--- src/rtl/boid_pixel_writer.sv ---
`default_nettype none
// ============================================================================
// Module      : boid_pixel_writer
// Description : Erases a boid's previous pixel and draws its current pixel in
//               the VGA framebuffer through one write port. Positions arrive
//               as signed 16.16 fixed point. The integer parts are latched on
//               start. Both pixel addresses and in-range flags are registered,
//               then the erase write is issued, then the draw write. The
//               framebuffer arbiter can hold a write off with mem_stall.
// Ports       : clk, reset (sync, active-high)
//               start            - request; sampled only when idle
//               x, y, px, py     - current / previous position, signed 16.16
//               mem_stall        - arbiter hold; write not accepted while high
//               busy, done       - status / one-cycle completion pulse
//               mem_we, mem_addr, mem_wdata - framebuffer write port
// Options     : BOID_PIXEL_SQUARE_EN - when defined, each erase/draw covers a
//               2x2 block (c,r),(c+1,r),(c,r+1),(c+1,r+1). Each sub-pixel is
//               range-checked on its own.
// Revision    : 1.0 - initial release
// ============================================================================
module boid_pixel_writer #(
  parameter int                 SCREEN_W    = 640,
  parameter int                 SCREEN_H    = 480,
  parameter int                 ADDR_W      = 19,
  parameter int                 COLOR_W     = 8,
  parameter logic [COLOR_W-1:0] DRAW_COLOR  = 8'hFF,
  parameter logic [COLOR_W-1:0] ERASE_COLOR = 8'h00
) (
  input  logic               clk,
  input  logic               reset,
  input  logic               start,
  input  logic [31:0]        x,
  input  logic [31:0]        y,
  input  logic [31:0]        px,
  input  logic [31:0]        py,
  input  logic               mem_stall,
  output logic               busy,
  output logic               done,
  output logic               mem_we,
  output logic [ADDR_W-1:0]  mem_addr,
  output logic [COLOR_W-1:0] mem_wdata
);

  localparam logic [2:0] c_ST_IDLE  = 3'd0;
  localparam logic [2:0] c_ST_LATCH = 3'd1;
  localparam logic [2:0] c_ST_ERASE = 3'd2;
  localparam logic [2:0] c_ST_DRAW  = 3'd3;
  localparam logic [2:0] c_ST_DONE  = 3'd4;

  logic [2:0] state_q, state_d;

  // Integer parts of the positions. Dropping the fraction of a signed value
  // floors it, so -0.5 becomes -1 and then fails the range check.
  logic signed [15:0] x_q, y_q, px_q, py_q;

  logic signed [31:0] w_c_new, w_r_new, w_c_old, w_r_old;
  logic        [31:0] w_old_full, w_new_full;

  logic [ADDR_W-1:0]  old_addr_q, new_addr_q;
  logic [ADDR_W-1:0]  last_addr_q;
  logic [COLOR_W-1:0] last_wdata_q;

  logic [ADDR_W-1:0]  w_off;
  logic               w_last_sub;
  logic               w_cur_ok;
  logic               w_step;

  assign w_c_new = {{16{x_q[15]}},  x_q};
  assign w_r_new = {{16{y_q[15]}},  y_q};
  assign w_c_old = {{16{px_q[15]}}, px_q};
  assign w_r_old = {{16{py_q[15]}}, py_q};

  function automatic logic in_range(input logic signed [31:0] c,
                                    input logic signed [31:0] r);
    return (c >= 0) && (c < SCREEN_W) && (r >= 0) && (r < SCREEN_H);
  endfunction

  // A 640-wide row is 512 + 128 words, so two shifts replace the multiplier.
  generate
    if (SCREEN_W == 640) begin : g_addr_shift
      assign w_old_full = (w_r_old <<< 9) + (w_r_old <<< 7) + w_c_old;
      assign w_new_full = (w_r_new <<< 9) + (w_r_new <<< 7) + w_c_new;
    end else begin : g_addr_mul
      assign w_old_full = w_r_old * SCREEN_W + w_c_old;
      assign w_new_full = w_r_new * SCREEN_W + w_c_new;
    end
  endgenerate

`ifdef BOID_PIXEL_SQUARE_EN
  logic [1:0] sub_q, sub_d;
  logic [3:0] old_ok_q, new_ok_q, w_old_ok, w_new_ok;

  // Bit i covers offset (i%2, i/2). That matches the emission order.
  always_comb begin
    w_old_ok = '0;
    w_new_ok = '0;
    for (int i = 0; i < 4; i++) begin
      w_old_ok[i] = in_range(w_c_old + (i % 2), w_r_old + (i / 2));
      w_new_ok[i] = in_range(w_c_new + (i % 2), w_r_new + (i / 2));
    end
  end

  assign w_last_sub = (sub_q == 2'd3);
  assign w_off      = (sub_q[1] ? ADDR_W'(SCREEN_W) : '0) + ADDR_W'(sub_q[0]);
  assign w_cur_ok   = (state_q == c_ST_DRAW) ? new_ok_q[sub_q] : old_ok_q[sub_q];

  // The counter wraps 3 -> 0 on the last sub-pixel. It is ready for the
  // next phase without an explicit clear.
  always_comb begin
    sub_d = sub_q;
    if (((state_q == c_ST_ERASE) || (state_q == c_ST_DRAW)) && w_step)
      sub_d = sub_q + 2'd1;
  end

  always_ff @(posedge clk) begin
    if (reset) sub_q <= 2'd0;
    else       sub_q <= sub_d;
  end
`else
  logic old_ok_q, new_ok_q, w_old_ok, w_new_ok;

  assign w_old_ok   = in_range(w_c_old, w_r_old);
  assign w_new_ok   = in_range(w_c_new, w_r_new);
  assign w_last_sub = 1'b1;
  assign w_off      = '0;
  assign w_cur_ok   = (state_q == c_ST_DRAW) ? new_ok_q : old_ok_q;
`endif

  // A skipped (out-of-range) pixel never waits on the arbiter.
  assign w_step = !w_cur_ok || !mem_stall;

  // State register
  always_ff @(posedge clk) begin
    if (reset) state_q <= c_ST_IDLE;
    else       state_q <= state_d;
  end

  // Next-state logic
  always_comb begin
    state_d = state_q;
    case (state_q)
      c_ST_IDLE:  if (start) state_d = c_ST_LATCH;
      c_ST_LATCH: state_d = c_ST_ERASE;
      c_ST_ERASE: if (w_step && w_last_sub) state_d = c_ST_DRAW;
      c_ST_DRAW:  if (w_step && w_last_sub) state_d = c_ST_DONE;
      c_ST_DONE:  state_d = c_ST_IDLE;
      default:    state_d = c_ST_IDLE;
    endcase
  end

  // Datapath registers
  always_ff @(posedge clk) begin
    if (reset) begin
      x_q          <= '0;
      y_q          <= '0;
      px_q         <= '0;
      py_q         <= '0;
      old_addr_q   <= '0;
      new_addr_q   <= '0;
      old_ok_q     <= '0;
      new_ok_q     <= '0;
      last_addr_q  <= '0;
      last_wdata_q <= '0;
    end else begin
      // Outside the write states the port shows whatever was last presented.
      last_addr_q  <= mem_addr;
      last_wdata_q <= mem_wdata;
      if ((state_q == c_ST_IDLE) && start) begin
        x_q  <= x[31:16];
        y_q  <= y[31:16];
        px_q <= px[31:16];
        py_q <= py[31:16];
      end
      if (state_q == c_ST_LATCH) begin
        old_addr_q <= w_old_full[ADDR_W-1:0];
        new_addr_q <= w_new_full[ADDR_W-1:0];
        old_ok_q   <= w_old_ok;
        new_ok_q   <= w_new_ok;
      end
    end
  end

  // Output logic
  always_comb begin
    busy      = (state_q != c_ST_IDLE);
    done      = (state_q == c_ST_DONE);
    mem_we    = 1'b0;
    mem_addr  = last_addr_q;
    mem_wdata = last_wdata_q;
    case (state_q)
      c_ST_ERASE: begin
        mem_we    = w_cur_ok;
        mem_addr  = old_addr_q + w_off;
        mem_wdata = ERASE_COLOR;
      end
      c_ST_DRAW: begin
        mem_we    = w_cur_ok;
        mem_addr  = new_addr_q + w_off;
        mem_wdata = DRAW_COLOR;
      end
      default: ;
    endcase
  end

  logic unused_bits;
  assign unused_bits = ^{x[15:0], y[15:0], px[15:0], py[15:0],
                         w_old_full[31:ADDR_W], w_new_full[31:ADDR_W]};

endmodule
`default_nettype wire

--- config.mk ---
export PLATFORM = sky130hd
export DESIGN_NAME = boid_pixel_writer
export DESIGN_NICKNAME = d
export VERILOG_FILES = /design/src/rtl/boid_pixel_writer.sv
export SDC_FILE = /design/constraint.sdc
export NUM_CORES = 1
export LEC_CHECK = 0
export ABC_AREA = 1
export BUFFER_PORTS_ARGS = -buffer_cell sky130_fd_sc_hd__buf_2
export CAP_MARGIN = 10
export CORE_ASPECT_RATIO = 2
export CORE_MARGIN = 2
export CORE_UTILIZATION = 35
export CTS_BUF_LIST = sky130_fd_sc_hd__clkbuf_8
export DETAILED_ROUTE_END_ITERATION = 6
export PLACE_DENSITY = 0.57
export SKIP_LAST_GASP = 1
export SLEW_MARGIN = 20
export SYNTH_ARGS = -nofsm -noshare
export SYNTH_HDL_FRONTEND = slang
export SYNTH_SLANG_ARGS = --single-unit
--- constraint.sdc ---
create_clock -name clk -period 2.17 [get_ports clk]
set_input_delay 0.3255 -clock clk [delete_from_list [all_inputs] [get_ports clk]]
set_output_delay 0.3255 -clock clk [all_outputs]
set_load 0.03 [all_outputs]
After elaboration in Yosys (flattened, before gate mapping)
Index checks and enable logic that the tools add are counted.

Flip-flop bits (word level): 134. Bits of input ports: 132. Word-level logic and storage cells: 52.

Add/sub/neg operators: 4. Order comparisons: 8. Equal/unequal tests: 7. Mux-type cells: 8. Reduce and logical (&&, ||, !) cells: 14.

Operators with widths (count): $ge A16 B1 Y1 const B (4); $add A19 B16 Y19 (2); $add A19 B19 Y19 (2); $pmux W19 S2 (1); $lt A16 B10 Y1 const B (2); $lt A16 B11 Y1 const B (2); $pmux W8 S2 (1); $pmux W3 S4 (1); $mux W3 (3); $logic_and A1 B1 Y1 (7); $eq A3 B2 Y1 const B (2); $ne A2 B2 Y1 const B (3); $eq A3 B1 Y1 const B (1); $eq A3 B3 Y1 const B (1); $logic_not A3 Y1 (1); $reduce_and A3 Y1 (1); $reduce_bool A3 Y1 (1); $logic_not A1 Y1 (2); $mux W1 (2); $reduce_or A2 Y1 (1); $logic_or A1 B1 Y1 (1).

Depth between registers and ports, before layout
Gate-level depths: netlist of run 1.

Depth after elaboration: 6. Mapped depth: 14. Gate-level depth less buffers: 14.

Worst setup path after synthesis of run 1
Ideal clock, no wire load.

Kind: register to register. From: register px_q[9]. To: register old_addr_q[12]. Setup time: 115 ps. Arrival time: 1975 ps. Data required time: 2055 ps. Path slack: 79 ps. Stages on the path, launching flop included: 11. Buffers on the path: 0. Clock period less this slack: 2091 ps. Path through: dfxtp_1 inv_1 fa_1 inv_1 fa_1 nand2_1 nand2_1 and2_1 xor2_1 o21ai_0 inv_1.

Longest elaborated chain between the ends: 1.

RTL lines: from (decl) (RTL line 54) `logic signed [15:0] x_q, y_q, px_q, py_q;`; from (signal assigned) (RTL line 171) `px_q <= px[31:16];`; $add A19 B16 Y19 (RTL line 81) `assign w_old_full = (w_r_old <<< 9) + (w_r_old <<< 7) + w_c_old;`; to (signal assigned) (RTL line 175) `old_addr_q <= w_old_full[ADDR_W-1:0];`; to (decl) (RTL line 59) `logic [ADDR_W-1:0] old_addr_q, new_addr_q;`.

Every way passes these cells. A chain may end at the register's enable or synchronous reset.

Final worst setup path of run 1
From: register y_q[7]. To: register new_addr_q[17].

Longest elaborated chain between the ends: 2.

RTL lines: from (decl) (RTL line 54); from (signal assigned) (RTL line 170) `y_q <= y[31:16];`; $add A19 B19 Y19 (RTL line 82) `assign w_new_full = (w_r_new <<< 9) + (w_r_new <<< 7) + w_c_new;`; $add A19 B16 Y19 (RTL line 82); to (signal assigned) (RTL line 176) `new_addr_q <= w_new_full[ADDR_W-1:0];`; to (decl) (RTL line 59).

Every way passes these cells.

==> results of run 1 <==
report_power, final:
group | internal [mW] | switching (mW) | total, mW
clock | 1.02 | 1.05 | 2.08
combinational | 1.04 | 1.52 | 2.56
sequential | 2.80 | 0.221 | 3.02
total | 4.87 | 2.79 | 7.66
cells by family (layout without fill, tap and decap cells):
family | count (synthesis) | count (layout) | synth area share, %
xor gates and xnor gates | 10 | 10 | 1.31
AOI/OAI and AO/OA | 227 | 227 | 17.8
buffers and inverters | 175 | 297 | 10.6
adders and majority gates | 44 | 44 | 10.4
and+or+nand+nor | 307 | 307 | 19.9
DFF | 134 | 134 | 40.0
worst min path at each step:
stage | end | slack (ps) | start
6_report | x_q[5] | 150 | x[21]
2_1_floorplan | py_q[15] | 420 | py_q[15]
3_3_place_gp | px_q[5] | 440 | px_q[5]
3_5_place_dp | py_q[15] | 440 | py_q[15]
5_1_grt | x_q[5] | 160 | x[21]
4_1_cts | x_q[5] | 140 | x[21]
cell usage in the layout (no fill, tap or decap), types with 5 or more instances in the layout:
cell type / synthesis / routed
sky130_fd_sc_hd__a21oi_1: 105 / 100
sky130_fd_sc_hd__a21oi_2: 0 / 5
sky130_fd_sc_hd__a22oi_1: 5 / 5
sky130_fd_sc_hd__a31oi_1: 12 / 12
sky130_fd_sc_hd__buf_2: 18 / 93
sky130_fd_sc_hd__buf_4: 4 / 31
sky130_fd_sc_hd__clkbuf_8: 0 / 17
sky130_fd_sc_hd__clkinvlp_4: 0 / 5
sky130_fd_sc_hd__dfxtp_1: 134 / 117
sky130_fd_sc_hd__dfxtp_2: 0 / 16
sky130_fd_sc_hd__fa_1: 20 / 18
sky130_fd_sc_hd__ha_1: 24 / 15
sky130_fd_sc_hd__ha_2: 0 / 6
sky130_fd_sc_hd__inv_1: 128 / 124
sky130_fd_sc_hd__inv_2: 5 / 8
sky130_fd_sc_hd__nand2_1: 166 / 158
sky130_fd_sc_hd__nand2_2: 2 / 10
sky130_fd_sc_hd__nand3_1: 49 / 45
sky130_fd_sc_hd__nand4_1: 10 / 10
sky130_fd_sc_hd__nor2_1: 64 / 63
sky130_fd_sc_hd__o21ai_0: 99 / 97
sky130_fd_sc_hd__xor2_1: 6 / 6
what timing repair did:
item / in CTS / in global routing
endpoints found under the hold margin: 0 / 0
setup buffers: 0 / 1
cloned: 0 / 0
pin swaps: 0 / 10
setup endpoints to repair: 19 / 30
resized for setup: 7 / 60
registers in the layout (all words and copies together) (netlist names):
signal        count
last_addr_q      19
new_addr_q       19
old_addr_q       19
px_q             16
py_q             16
x_q              16
y_q              16
last_wdata_q      8
state_q           3
new_ok_q          1
old_ok_q          1
per-stage QoR:
step                      total power [mW]  area, um2  setup WS, ps
after floorplan                       4.69       6710          79.2
after global placement                5.45       7620         -18.6
after detailed placement              5.48       7620         -42.9
after CTS                             7.58       8030          1.24
after global routing                  8.21       8200         -30.6
final                                 7.66       8200          96.1
critical path: stages, from the launching register on:
cell	delay (ps)
sky130_fd_sc_hd__dfxtp_1	420
sky130_fd_sc_hd__fa_1	450
sky130_fd_sc_hd__ha_1	360
sky130_fd_sc_hd__nand2_1	140
sky130_fd_sc_hd__inv_1	70
sky130_fd_sc_hd__a21oi_2	210
sky130_fd_sc_hd__nand3_1	100
sky130_fd_sc_hd__nand2_1	60
sky130_fd_sc_hd__nand3_1	60
sky130_fd_sc_hd__nand2_1	80
sky130_fd_sc_hd__inv_1	30
area by class of cell:
cell class	count	area, um2
Clock buffer	17	234
Multi-Input combinational cell	588	3460
Sequential cell	134	2710
Fill cell	2037	10600
Inverter	134	510
Timing Repair Buffer	132	820
Clock inverter	14	151
Tap cell	255	319
routing by layer:
metal / track usage, % / vias to the layer above / routed length (um) / share of wire [%]
li1: - / 3122 / - / -
met1: 18.1 / 2710 / 6650 / 40
met2: 31.6 / 112 / 8950 / 54
met3: 2.72 / 30 / 499 / 3.0
met4: 6.96 / 0 / 517 / 3.1
met5: 0 / - / 0 / 0
==> flow_metrics.tcl, run 1 <==
set metrics [dict create \
    post-synth-top-count-cell "sky130_fd_sc_hd__nand2_1" \
    route.vias.total 5974 \
    grt_max_degree 96 \
    design.final.nets 1183 \
    worst-r2r-setup-slack_ps 100 \
    power.leakage_nw 3.95 \
    finalCriticalPeriod_ps 2070 \
    timing_hold_violations_final 0 \
    drt-initial-drc-count 182 \
    sum_of_negative_setup_slack_ps 0 \
    crit-reg2reg-capture "new_addr_q[17]" \
    r2r_cells 10 \
    clock-skew-final_ps 11.7 \
    synth.cell_area_mm2 0.00671 \
    critical_path_endpoint_category "flop" \
    syn-instance-count 897 \
    wl_per_cell_um 13.0 \
    grt.total_usage_pct 16.8 \
    synth-async-reset-ratio_pct 0 \
    synthesis.nets 1073 \
    dominantRegCellSynth "sky130_fd_sc_hd__dfxtp_1" \
    cap_violations 0 \
    numCtsBuffers 17 \
    synthesis.area_per_instance_um2 7.48 \
    core_mm2 0.0188 \
    critical_path_required_ps 2520 \
    drive_gt1_share_pct 23.1 \
    clock_tree.buffer_depth 2 \
    worst_hold_slack_ps 152 \
    netlist_top_cells_count "166 x sky130_fd_sc_hd__nand2_1, 134 x sky130_fd_sc_hd__dfxtp_1, 128 x sky130_fd_sc_hd__inv_1" \
    dp_hpwl_um 12400 \
    path_max_fanout 4 \
    synth_cell_types 33 \
    p_per_area_mw_per_mm2 934 \
    finish.cell_count_without_fillers 1274 \
    clk_pin_slew_worst_paths_ps 90 \
    cts-root-buf "sky130_fd_sc_hd__clkbuf_8" \
    area_growth_pct 22.2 \
    placementRows 71 \
    synth_sequential_area_ratio_pct 40.0 \
    cts.hold.buffers_added 0 \
    ir_worst_vdd_mv 0.497 \
    hold_path_class "in -> reg" \
    finish.utilization_pct 43.5 \
    die_y_um 200 \
    place_inst 1242 \
    outcome "complete, no violations" \
    gp_congestion 0.898 \
    setup.worst_path.start_class "flop" \
    critPathArrivalTime_ps 2420 \
    drc 0 \
    setup.worst_path.class "reg -> reg" \
    synth_top_area_share_pct 40.0 \
    die-area_mm2 0.0204 \
    antenna_left 0 \
    rsz0062_at_grt "true" \
    synth.yosys.warnings 0 \
    num_io_pins 162 \
    ctsHtreeMaxLevel 4 \
    worst_pin_slew_ps 401 \
    antenna_found_initial 0 \
    cts_tree "built" \
    post_synth_edffs 0 \
    routed_wl_um 16600 \
    grt-ovfl-total 0 \
    diodes 0 \
    fmax_mhz 482 \
    slew_headroom_pct 73.2 \
    worst_setup_path_endpoint "new_addr_q[17]" \
    slew_violations 0 \
    synth_top_cells_by_area "sky130_fd_sc_hd__dfxtp_1 40%, sky130_fd_sc_hd__nand2_1 9.3%, sky130_fd_sc_hd__a21oi_1 7.8%, sky130_fd_sc_hd__o21ai_0 7.4%, sky130_fd_sc_hd__inv_1 7.2%" \
    synthDominantAreaCellType "sky130_fd_sc_hd__dfxtp_1" \
    drtPass1Iterations 4 \
    hold-path-cell-count 3 \
    final-setup-viol-count 0 \
    finalCritPeriodShare_pct 95.6 \
    placement.io_buffers 97 \
    dieWidth_um 102 \
    cp-startpoint "y_q[7]" \
    r2r-start "y_q[7]" \
    floorplan.initialDensity_pct 35.6 \
    grt_pass1_wl_um 26800 \
    clock-sinks 134 \
    viasPerCell 4.69 \
    grt_pass1_vias 5640 \
    clock_insertion_delay_worst_skew_ps 440 \
    ys_ff_latch 134 \
]
No activity file was read; power rests on OpenSTA's default activity.
==> run 2: changes to the inputs <==
--- a/config.mk
+++ b/config.mk
@@ -5,7 +5,6 @@
 export SDC_FILE = /design/constraint.sdc
 export NUM_CORES = 1
 export LEC_CHECK = 0
-export ABC_AREA = 1
 export BUFFER_PORTS_ARGS = -buffer_cell sky130_fd_sc_hd__buf_2
 export CAP_MARGIN = 10
 export CORE_ASPECT_RATIO = 2
@@ -13,7 +12,7 @@
 export CORE_UTILIZATION = 35
 export CTS_BUF_LIST = sky130_fd_sc_hd__clkbuf_8
 export DETAILED_ROUTE_END_ITERATION = 6
-export PLACE_DENSITY = 0.57
+export PLACE_DENSITY = 0.58
 export SKIP_LAST_GASP = 1
 export SLEW_MARGIN = 20
 export SYNTH_ARGS = -nofsm -noshare
==> flow_metrics.tcl, run 2 <==
set metrics [dict create \
    ctsHtreeMaxLevel 4 \
    finish.cell_count_without_fillers 1141 \
    dp_hpwl_um 12400 \
    dieWidth_um 99.5 \
    finish.utilization_pct 45.5 \
    sum_of_negative_setup_slack_ps -1820 \
    numCtsBuffers 17 \
    synthesis.nets 945 \
    synth.yosys.warnings 0 \
    filler_cell_count 1805 \
    power.leakage_nw 3.48 \
    grt_pass1_wl_um 26800 \
    clock-skew-final_ps 16.5 \
    setup.worst_path.start_class "flop" \
    ir_worst_vdd_mv 0.515 \
    clock_insertion_delay_worst_skew_ps 450 \
    slew_violations 0 \
    largest_registers "last_addr_q (19), new_addr_q (19), old_addr_q (19)" \
    synth.cell_area_mm2 0.00639 \
    cts_tree "built" \
    drtPass1Iterations 4 \
    viasPerCell 4.85 \
    synth-async-reset-ratio_pct 0 \
    synthDominantAreaCellType "sky130_fd_sc_hd__dfxtp_1" \
    grt_max_degree 65 \
    floorplan.initialDensity_pct 35.7 \
    finalCriticalPeriod_ps 2390 \
    final_cell_area_mm2 0.00813 \
    routed_wl_um 16500 \
    p_per_area_mw_per_mm2 761 \
    worst_pin_slew_ps 656 \
    final_common_cell "sky130_fd_sc_hd__nand2_1" \
    rsz0062_at_grt "true" \
    wl_per_cell_um 14.4 \
    violations "negative setup slack" \
    clk_pin_slew_worst_paths_ps 90 \
    worst_hold_slack_ps 103 \
    synth_sequential_area_ratio_pct 42.0 \
    netlist_top_cells_count "226 x sky130_fd_sc_hd__nand2_1, 134 x sky130_fd_sc_hd__dfxtp_1, 113 x sky130_fd_sc_hd__a21oi_1" \
    path_max_fanout 3 \
    worst_slack_setup_final_ps -220 \
    hold_path_class "in -> reg" \
    clock-sinks 134 \
    finalCritPeriodShare_pct 110 \
    grt-ovfl-total 0 \
    die-area_mm2 0.0194 \
    antenna_found_initial 0 \
    grt_pass1_vias 5472 \
    post_synth_edffs 0 \
    area_growth_pct 27.3 \
    route.vias.total 5536 \
    synth_top_cells_by_area "sky130_fd_sc_hd__dfxtp_1 42%, sky130_fd_sc_hd__nand2_1 13%, sky130_fd_sc_hd__a21oi_1 8.9%, sky130_fd_sc_hd__fa_1 6.3%, sky130_fd_sc_hd__ha_1 4.7%" \
    num_io_pins 162 \
    diodes 0 \
    post-synth-top-count-cell "sky130_fd_sc_hd__nand2_1" \
    fmax_mhz 418 \
    synth_cell_types 45 \
    cap_violations 0 \
    critical_path_endpoint_category "flop" \
    design.final.nets 1091 \
    final_cell_mix "224 x sky130_fd_sc_hd__nand2_1, 126 x sky130_fd_sc_hd__dfxtp_1, 104 x sky130_fd_sc_hd__a21oi_1" \
    placement.io_buffers 97 \
    placement.cell_area_mm2 0.00750 \
    core_mm2 0.0179 \
    syn-instance-count 769 \
    ys_ff_latch 134 \
    cts-root-buf "sky130_fd_sc_hd__clkbuf_8" \
    critPathArrivalTime_ps 2720 \
    timing_hold_violations_final 0 \
    final-setup-viol-count 13 \
    synth_top_area_share_pct 42.0 \
    drt-initial-drc-count 228 \
    grt.total_usage_pct 17.5 \
    die_y_um 195 \
    outcome "complete, but fails checks" \
    power_mw 6.19 \
    clock_tree.buffer_depth 2 \
    gp_congestion 0.802 \
    dominantRegCellSynth "sky130_fd_sc_hd__dfxtp_1" \
    antenna_left 0 \
    critical_path_required_ps 2500 \
    slew_headroom_pct 56.3 \
    setup.worst_path.class "reg -> reg" \
    synthesis.area_per_instance_um2 8.31 \
    pre_cts_ws_ps -223 \
    cts.hold.buffers_added 0 \
    placementRows 69 \
    drive_gt1_share_pct 26.5 \
    drc 0 \
    place_inst 1100 \
]
## run 2: report_power, final
part           total [mW]  leakage (nW)  internal, mW  switching [mW]
Clock                2.17         0.202          1.14            1.04
Sequential           2.72          1.09          2.60           0.116
Combinational        1.30          2.18         0.581           0.715
## run 2: area by class of cell
| cell class | count | area, um2 | area share (%) |
|---|---|---|---|
| Sequential cell | 134 | 2690 | 33.1 |
| Multi-Input combinational cell | 574 | 3570 | 43.9 |
| Tap cell | 213 | 267 | 3.28 |
| Timing Repair Buffer | 174 | 1130 | 14.0 |
| Inverter | 14 | 52.6 | 0.646 |
| Clock inverter | 15 | 180 | 2.22 |
| Clock buffer | 17 | 234 | 2.88 |
## run 2: cells by family after synthesis
logic type	after synthesis	share of synthesized area [%]
XOR/XNOR	17	2.33
flip-flops	134	42.0
buffers and inverters	61	4.23
adder cells (fa/ha/maj)	44	11.0
multiplexers	20	3.13
AND/OR/NAND/NOR	305	20.6
AO/OA/AOI/OAI	188	16.8
## run 2: worst max-delay path, stage by stage, from the launching register on
cell and delay [ps]:
sky130_fd_sc_hd__dfxtp_2 340, sky130_fd_sc_hd__inv_2 40, sky130_fd_sc_hd__fa_1 540, sky130_fd_sc_hd__inv_2 50
sky130_fd_sc_hd__fa_2 340, sky130_fd_sc_hd__a21o_1 190, sky130_fd_sc_hd__a211o_1 360, sky130_fd_sc_hd__a21oi_4 210
sky130_fd_sc_hd__xor2_1 150, sky130_fd_sc_hd__o21ai_1 60
## run 2: final timing paths
kind,slack (ps),startpoint,to,depth (start not counted)
setup / recovery,-220,px_q[9],old_addr_q[14],9
hold / removal,100,y[31],y_q[15],3
setup reg to reg,-220,px_q[9],old_addr_q[14],9
hold reg to reg,450,py_q[13],py_q[13],2
## run 2: repair_timing
item,4_1_cts,5_1_grt
gates resized for setup,17,15
pin swaps,15,25
setup buffers,8,3
endpoints found under the hold margin,0,0
setup endpoints to repair,23,28
## run 2: per-layer routing
layer / vias to the layer above / share of wire (%) / GRT usage (%)
met5: - / 0 / 0
met3: 21 / 2.8 / 3.19
met4: 0 / 2.2 / 6.54
met2: 93 / 55 / 32.8
met1: 2524 / 40 / 19.2
li1: 2898 / - / -
==> run 3: changes to the inputs <==
--- a/config.mk
+++ b/config.mk
@@ -12,7 +12,7 @@
 export CORE_UTILIZATION = 35
 export CTS_BUF_LIST = sky130_fd_sc_hd__clkbuf_8
 export DETAILED_ROUTE_END_ITERATION = 6
-export PLACE_DENSITY = 0.58
+export PLACE_DENSITY = 0.71
 export SKIP_LAST_GASP = 1
 export SLEW_MARGIN = 20
 export SYNTH_ARGS = -nofsm -noshare
==> constraint.sdc (replaced) <==
create_clock -name clk -period 2.17 [get_ports clk]
set_input_delay 0.434 -clock clk [delete_from_list [all_inputs] [get_ports clk]]
set_output_delay 0.434 -clock clk [all_outputs]
set_load 0.03 [all_outputs]
==> flow_metrics.tcl, run 3 (synthesis results as in run 2) <==
set metrics [dict create \
    drc 0 \
    dieWidth_um 99.5 \
    drtPass1Iterations 4 \
    p_per_area_mw_per_mm2 772 \
    power_mw 6.34 \
    timing_hold_violations_final 0 \
    slew_violations 0 \
    clock-sinks 134 \
    power.leakage_nw 3.49 \
    cts_tree "built" \
    final_cell_area_mm2 0.00821 \
    slew_headroom_pct 68.4 \
    cap_violations 0 \
    violations "negative setup slack" \
    gp_congestion 0.878 \
    dp_hpwl_um 12400 \
    critical_path_endpoint_category "flop" \
    worst_slack_setup_final_ps -224 \
    multi_input_comb_area_mm2 0.00362 \
    ctsHtreeMaxLevel 4 \
    antenna_found_initial 0 \
    worst_pin_slew_ps 463 \
    setup.worst_path.class "reg -> reg" \
    grt.total_usage_pct 17.3 \
    area_growth_pct 28.5 \
    filler_cell_count 1718 \
    antenna_left 0 \
    hold-path-cell-count 3 \
    cts-root-buf "sky130_fd_sc_hd__clkbuf_8" \
    routed_wl_um 16700 \
    finalCritPeriodShare_pct 110 \
    grt_max_degree 65 \
    clock_tree.buffer_depth 2 \
    setup.worst_path.start_class "flop" \
    floorplan.initialDensity_pct 35.7 \
    ir_worst_vdd_mv 0.409 \
    path_max_fanout 5 \
    die_y_um 195 \
    r2r_cells 9 \
    grt_pass1_vias 5613 \
    clock-skew-final_ps 10.3 \
    drt-initial-drc-count 226 \
    final_common_cell "sky130_fd_sc_hd__nand2_1" \
    design.final.nets 1084 \
    num_io_pins 162 \
    rsz0062_at_grt "true" \
    diodes 0 \
    largest_registers "last_addr_q (19), new_addr_q (19), old_addr_q (19)" \
    finish.utilization_pct 45.9 \
    critical_path_required_ps 2530 \
    final-setup-viol-count 13 \
    finalCriticalPeriod_ps 2390 \
    drive_gt1_share_pct 27.0 \
    grt_pass1_wl_um 26600 \
    route.vias.total 5695 \
    viasPerCell 5.02 \
    clk_pin_slew_worst_paths_ps 100 \
    critPathArrivalTime_ps 2750 \
    regArea_mm2 0.00270 \
    hold_path_class "in -> reg" \
    placement.io_buffers 97 \
    numCtsBuffers 17 \
    wl_per_cell_um 14.7 \
    placement.cell_area_mm2 0.00747 \
    fmax_mhz 418 \
    outcome "complete, but fails checks" \
    die-area_mm2 0.0194 \
    cts.hold.buffers_added 0 \
    core_mm2 0.0179 \
    placementRows 69 \
    final_cell_mix "224 x sky130_fd_sc_hd__nand2_1, 126 x sky130_fd_sc_hd__dfxtp_1, 104 x sky130_fd_sc_hd__a21oi_1" \
    clock_insertion_delay_worst_skew_ps 470 \
    grt-ovfl-total 0 \
]
-- run 3: cell count changes in the layout (fill, tap and decap cells not counted), sizes merged --
cell      change
bufinv        -1
buf           -8
clkbuf        +1
clkinv        -6
inv          +10
clkinvlp      -3
-- run 3: cell type report --
type	instances	area share (%)
inverter	14	0.640
multi-input combinational	574	44.1
sequential	134	32.8
tap	213	3.25
timing repair buffer	167	13.8
clock buffer	17	2.85
clock inverter	15	2.49
-- run 3: worst max-delay path, cell delays in order, from the launching register on --
cell	delay, ps
sky130_fd_sc_hd__dfxtp_2	350
sky130_fd_sc_hd__inv_2	40
sky130_fd_sc_hd__fa_1	550
sky130_fd_sc_hd__inv_2	60
sky130_fd_sc_hd__fa_2	340
sky130_fd_sc_hd__a21o_1	200
sky130_fd_sc_hd__a211o_1	290
sky130_fd_sc_hd__a21oi_4	200
sky130_fd_sc_hd__xor2_1	180
sky130_fd_sc_hd__o21ai_1	70
-- run 3: path summary, 6_finish.rpt --
path / from / endpoint / slack, ps
setup / recovery: x_q[9] / new_addr_q[14] / -220
hold / removal: py[30] / py_q[14] / 200
setup reg to reg: x_q[9] / new_addr_q[14] / -220
hold reg to reg: y_q[14] / y_q[14] / 450
-- run 3: layer usage --
metal	GRT usage (%)	wire (um)	part of all wire [%]	vias to the layer above
met1	18.1	6470	39	2620
met5	0	0	0	-
met2	30.4	8680	52	138
met3	3.44	593	3.6	53
li1	-	-	-	2884
met4	12.0	927	5.6	0
-- run 3: stage by stage --
stage	TNS, ps	hold slack (ps)	std cells	setup slack, ps
after floorplan	-500	431	769	-100
after global placement	-1870	437	1096	-203
after detailed placement	-2300	444	1096	-260
after CTS	-1890	172	1132	-227
after global routing	-2880	188	1134	-304
final	-1660	196	1134	-224
-- run 3: what timing repair did --
| action | CTS | global route |
|---|---|---|
| cloned | 1 | 0 |
| setup buffers | 3 | 3 |
| endpoints found under the setup margin | 39 | 37 |
| resized for setup | 30 | 32 |
| pin swaps | 22 | 25 |
-- run 3: where the power goes --
part	internal (mW)	leakage, nW	switching [mW]	total (mW)
Clock	1.10	0.223	1.19	2.29
Combinational	0.584	2.17	0.737	1.32
Sequential	2.60	1.10	0.122	2.72
